<file path="src/rtl/load_store_unit.sv">
// rtl/load_store_unit.sv - xgriscv load/store unit, request/grant/rvalid data bus master
// Optional misaligned-access detection: define LSU_MISALIGN_CHECK_EN.
module load_store_unit (
  input  logic        clk,
  input  logic        reset,
  input  logic        mem_read,
  input  logic        mem_write,
  input  logic [2:0]  funct3,
  input  logic [31:0] addr,
  input  logic [31:0] wdata,
  output logic [31:0] memout,
  output logic        lsu_stall,
  output logic        misalign,
  output logic        dbus_req,
  output logic        dbus_we,
  output logic [31:0] dbus_addr,
  output logic [3:0]  dbus_be,
  output logic [31:0] dbus_wdata,
  input  logic        dbus_gnt,
  input  logic        dbus_rvalid,
  input  logic [31:0] dbus_rdata
);
  typedef enum logic [1:0] {IDLE, REQ, WAIT, DONE} state_t;

  state_t      state_q, state_d;
  logic [31:0] memout_q, memout_d;
  logic        we_q, we_d;
  logic [31:0] addr_q, addr_d;
  logic [3:0]  be_q, be_d;
  logic [31:0] wdata_q, wdata_d;
  logic [2:0]  funct3_q, funct3_d;
  logic [1:0]  off_q, off_d;

  logic        access, is_byte, is_half, misalign_c;
  logic [3:0]  store_be;
  logic [31:0] store_wdata;
  logic [7:0]  ld_byte;
  logic [15:0] ld_half;
  logic [31:0] ld_data;

  assign access  = mem_read | mem_write;
  assign is_byte = (funct3[1:0] == 2'b00);
  // funct3 011/110/111 fall through to word accesses
  assign is_half = (funct3[1:0] == 2'b01);

`ifdef LSU_MISALIGN_CHECK_EN
  assign misalign_c = access && (state_q == IDLE) &&
                      (is_byte ? 1'b0 : (is_half ? addr[0] : (addr[1:0] != 2'b00)));
`else
  assign misalign_c = 1'b0;
`endif

  always_comb begin
    store_be    = 4'b1111;
    store_wdata = wdata;
    if (is_byte) begin
      store_be    = 4'b0001 << addr[1:0];
      store_wdata = {4{wdata[7:0]}};
    end else if (is_half) begin
      store_be    = addr[1] ? 4'b1100 : 4'b0011;
      store_wdata = {2{wdata[15:0]}};
    end
  end

  always_comb begin
    case (off_q)
      2'd0:    ld_byte = dbus_rdata[7:0];
      2'd1:    ld_byte = dbus_rdata[15:8];
      2'd2:    ld_byte = dbus_rdata[23:16];
      default: ld_byte = dbus_rdata[31:24];
    endcase
    ld_half = off_q[1] ? dbus_rdata[31:16] : dbus_rdata[15:0];
    case (funct3_q[1:0])
      2'b00:   ld_data = {{24{ld_byte[7] & ~funct3_q[2]}}, ld_byte};
      2'b01:   ld_data = {{16{ld_half[15] & ~funct3_q[2]}}, ld_half};
      default: ld_data = dbus_rdata;
    endcase
  end

  always_comb begin
    state_d   = state_q;
    memout_d  = memout_q;
    we_d      = we_q;
    addr_d    = addr_q;
    be_d      = be_q;
    wdata_d   = wdata_q;
    funct3_d  = funct3_q;
    off_d     = off_q;
    lsu_stall = 1'b0;
    case (state_q)
      IDLE: begin
        if (access && !misalign_c) begin
          lsu_stall = 1'b1;
          we_d      = mem_write;
          addr_d    = {addr[31:2], 2'b00};
          be_d      = mem_write ? store_be : 4'b1111;
          wdata_d   = store_wdata;
          funct3_d  = funct3;
          off_d     = addr[1:0];
          state_d   = REQ;
        end
      end
      REQ: begin
        lsu_stall = 1'b1;
        if (dbus_gnt) state_d = we_q ? DONE : WAIT;
      end
      WAIT: begin
        lsu_stall = 1'b1;
        if (dbus_rvalid) begin
          memout_d = ld_data;
          state_d  = DONE;
        end
      end
      // Unconditional return so the held instruction is never issued twice
      DONE:    state_d = IDLE;
      default: state_d = IDLE;
    endcase
  end

  always_ff @(posedge clk or posedge reset) begin
    if (reset) begin
      state_q  <= IDLE;
      memout_q <= 32'h0;
      we_q     <= 1'b0;
      addr_q   <= 32'h0;
      be_q     <= 4'h0;
      wdata_q  <= 32'h0;
      funct3_q <= 3'h0;
      off_q    <= 2'h0;
    end else begin
      state_q  <= state_d;
      memout_q <= memout_d;
      we_q     <= we_d;
      addr_q   <= addr_d;
      be_q     <= be_d;
      wdata_q  <= wdata_d;
      funct3_q <= funct3_d;
      off_q    <= off_d;
    end
  end

  assign memout     = memout_q;
  assign misalign   = misalign_c;
  assign dbus_req   = (state_q == REQ);
  assign dbus_we    = we_q;
  assign dbus_addr  = addr_q;
  assign dbus_be    = be_q;
  assign dbus_wdata = wdata_q;
endmodule

</file>
<file path="config.mk">
export PLATFORM = sky130hd
export DESIGN_NAME = load_store_unit
export DESIGN_NICKNAME = d
export VERILOG_FILES = /design/src/rtl/load_store_unit.sv
export SDC_FILE = /design/constraint.sdc
export NUM_CORES = 1
export LEC_CHECK = 0
export ABC_CLOCK_PERIOD_IN_PS = 4500
export CORE_MARGIN = 2
export CORE_UTILIZATION = 43
export CTS_BUF_LIST = sky130_fd_sc_hd__clkbuf_16
export DETAILED_ROUTE_END_ITERATION = 7
export PLACE_DENSITY_LB_ADDON = 0.1
export SYNTH_ARGS = -nofsm -noshare
export SYNTH_HDL_FRONTEND = slang
export SYNTH_SLANG_ARGS = --single-unit
export TNS_END_PERCENT = 50
</file>
<file path="constraint.sdc">
create_clock -name clk -period 4.5 [get_ports clk]
set_input_delay 0.675 -clock clk [delete_from_list [all_inputs] [get_ports clk]]
set_output_delay 0.675 -clock clk [all_outputs]
set_load 0.05 [all_outputs]
</file>
==> impl_summary.log <==
[metrics] max-slew headroom at the worst pin: 0.432
[metrics] fin crit period: 3.09 ns
[metrics] clock buffer count from CTS: 9
[metrics] DRC errors left: 0
[metrics] vias per cell: 5.14
[metrics] worst hold path cell count: 2
[metrics] max capacitance violation total: 0
[metrics] post-route clock skew: 0.00484 ns
[metrics] synthesis-to-finish area growth: 48.8%
[metrics] commonest cells after routing, fill and taps aside: sky130_fd_sc_hd__clkdlybuf4s50_1, sky130_fd_sc_hd__nand2_1, sky130_fd_sc_hd__dfrtp_1, sky130_fd_sc_hd__nor2_1, sky130_fd_sc_hd__o21ai_0
[metrics] number of antenna repair diodes: 0
[metrics] total number of vias: 4581
[metrics] effective utilization at floorplan: 0.440
[metrics] buffers from clock root to sink, at most: 2
[metrics] Netlist cell types: 41
[metrics] total number of yosys warnings: 0
[metrics] number of slew-limit violations in the final report: 0
[metrics] Synth area leaders: sky130_fd_sc_hd__dfrtp_1, sky130_fd_sc_hd__nand2_1, sky130_fd_sc_hd__mux2i_1
[metrics] Synth Cell Area: 5030 um^2
[metrics] worst vdd rail ir drop: 0.450 mV
[metrics] Die Span X: 112 um
[metrics] PostCTS Resize Cnt: 0
[metrics] Worst Setup Start Kind: input port
[metrics] clock tree from TritonCTS: built
[metrics] total routing resource utilization after global routing: 0.236
[metrics] Power, Total: 0.00629 W
[metrics] most common cell after layout, fill and taps aside: sky130_fd_sc_hd__clkdlybuf4s50_1
[metrics] setup violators final: 0
[metrics] wire length of the first global-routing pass: 24000 um
[metrics] Placer Congestion: 0.783
[metrics] leakage power of the design: 3.39 nW
[metrics] Avg Cell Area, Syn: 9.04 um^2
[metrics] initial antenna violation count: 0
[metrics] critical path endpoint category: primary output
[metrics] ANT nets after route: 0
[metrics] Post-CTS Hold Buffers: 0
[metrics] type of the tightest min-delay check: flip-flop to flip-flop
[metrics] aggregate negative setup slack: 0 ns
[metrics] worst setup path class: input port to primary output
[metrics] hpwl dp: 10500 um
[metrics] area used by sequential logic in the layout: 2650 um^2
[metrics] vias in the first global route: 4687
[metrics] biggest area consumer among synthesized cells: sky130_fd_sc_hd__dfrtp_1
[metrics] Clock Root Buffer: sky130_fd_sc_hd__clkbuf_16
[metrics] count of mapped cells out of synthesis: 556
[metrics] placed cell area: 7170 um^2
[metrics] number of cells in the finished layout apart from fillers: 892
[metrics] die height: 112 um
[metrics] routed len/inst: 16.4 um
[metrics] part of the cycle the worst path needs: 0.687
[metrics] count of port buffers added during placement: 205
[metrics] area taken by multi-input logic gates: 2200 um^2
[metrics] number of hold violations in the final report: 0
[metrics] detailed-route wire length: 14600 um
[metrics] share of cells above drive strength 1: 0.0561
[metrics] worst skew pair latency: 0.34 ns
[metrics] Post CTS Setup Buffer Count: 0
[metrics] Worst Reg-to-Reg Cells: 4
[metrics] Filler Cells Inserted: 1008
[metrics] number of storage elements in the synthesis netlist: 106
[metrics] Core Box Area: 11400 um^2
[metrics] Yosys top cell area share: 0.527
[metrics] CP max FO: 4
[metrics] maximum number of pins on one net before global-route repair: 57
[metrics] Max Clock Freq: 0.324 GHz
[metrics] critical path data required time: 3.83 ns
[metrics] placed cell count: 876
[metrics] die area: 12600 um^2
[metrics] number of search-and-repair iterations in the first detailed-routing pass: 5
[metrics] total grt overflow: 0
[metrics] actual transition at the worst max-transition pin: 0.852 ns
[metrics] cell row count: 39
[metrics] power per standard cell area: 841 nW/um^2
[metrics] worst setup slack before clock tree synthesis: 1.41 ns
[metrics] post-CTS clock slew at the launch and capture registers of the worst setup and hold paths: 0.06 ns
[metrics] Critical Path AT: 2.42 ns
[metrics] CTS sink cnt: 106
[metrics] area of all placed cells without fillers: 7480 um^2
[metrics] outcome: finished, final reports clean
[metrics] # IOs: 209
[metrics] part of the Yosys area used for sequential elements: 0.527
[metrics] unrepaired setup endpoints after global routing: no
[metrics] # nets final: 854
[metrics] CTS H-tree depth: 3
[metrics] final worst slack: 1.41 ns
[metrics] initial DRC count: 200
==> metal layers <==
metal / track usage / up-vias / part of all wire
met4: 0.0780 / 0 / 0.021
met5: 0 / - / 0
li1: - / 2218 / -
met2: 0.378 / 162 / 0.48
met1: 0.305 / 2176 / 0.42
met3: 0.0756 / 25 / 0.086
==> through the flow <==
| step | hold slack [ns] | utilization |
|---|---|---|
| 2_1_floorplan | 0.493 | - |
| 4_1_cts | 0.478 | 0.655 |
| 6_report | 0.474 | 0.655 |
| 3_5_place_dp | 0.462 | 0.628 |
| 5_1_grt | 0.502 | 0.655 |
| 3_3_place_gp | 0.456 | 0.628 |
==> worst paths after layout <==
check	startpoint	to	slack, ns
worst max-delay path	mem_write	lsu_stall	1.41
worst min-delay path	dbus_wdata[4]$_DFFE_PP0P_	dbus_wdata[4]$_DFFE_PP0P_	0.47
worst max register to register	off_q[1]$_DFFE_PP0P_	memout[27]$_DFFE_PP0P_	2.39
worst min register to register	dbus_wdata[4]$_DFFE_PP0P_	dbus_wdata[4]$_DFFE_PP0P_	0.47
max in group asynchronous	reset	memout[11]$_DFFE_PP0P_	2.92
min in group asynchronous	reset	dbus_addr[25]$_DFFE_PP0P_	0.65
==> cell usage after synthesis, drive strengths merged <==
| cell | number |
|---|---|
| a2111oi | 1 |
| a211oi | 6 |
| a21oi | 38 |
| a221o | 1 |
| a222oi | 1 |
| a22o | 2 |
| a22oi | 1 |
| a31oi | 1 |
| and2 | 1 |
| buf | 13 |
| clkbuf | 25 |
| conb | 1 |
| dfrtp | 106 |
| ha | 5 |
| inv | 8 |
| mux2 | 4 |
| mux2i | 36 |
| nand2 | 161 |
| nand2b | 3 |
| nand3 | 9 |
| nand3b | 9 |
| nor2 | 48 |
| nor2b | 7 |
| nor3 | 4 |
| nor4bb | 2 |
| o21a | 1 |
| o21ai | 52 |
| o21bai | 1 |
| o22a | 2 |
| o22ai | 4 |
| o31a | 1 |
| or2 | 1 |
| or4 | 1 |
==> where the power goes <==
part           internal, W  switching, W
Clock             0.000482      0.000347
Combinational      0.00124       0.00250
Sequential         0.00141      0.000321
==> flip-flops by register name, indices dropped and copies added, names as in the netlist <==
| signal | cells |
|---|---|
| off_q | 2 |
| funct3_q | 3 |
| state_q | 2 |
| dbus_we | 1 |
| memout | 32 |
| dbus_wdata | 32 |
| dbus_addr | 30 |
| dbus_be | 4 |
==> critical path, stage by stage <==
cell                              delay, ns
sky130_fd_sc_hd__clkdlybuf4s50_1       0.57
sky130_fd_sc_hd__nor2_1                0.12
sky130_fd_sc_hd__nor2b_4               0.12
sky130_fd_sc_hd__nor2_1                0.04
sky130_fd_sc_hd__nor2_1                0.08
sky130_fd_sc_hd__clkdlybuf4s50_1       0.80
==> area by class of cell <==
type / instances / share of cell area
flip-flops and latches: 106 / 0.355
clock inverters: 7 / 0.0114
multi-input cells: 406 / 0.293
clock buffers: 9 / 0.0301
inverters: 8 / 0.00435
repair buffers: 213 / 0.282
well taps: 143 / 0.0239
==> cell families after synthesis <==
logic type,count (synthesis),synth area share
buffers and inverters,46,0.0411
other,1,0.000746
muxes,40,0.0821
AOI/OAI and AO/OA,112,0.128
and+or+nand+nor,246,0.208
adders and majority gates,5,0.0124
DFF,106,0.527
(Power assumes the default switching activity.)
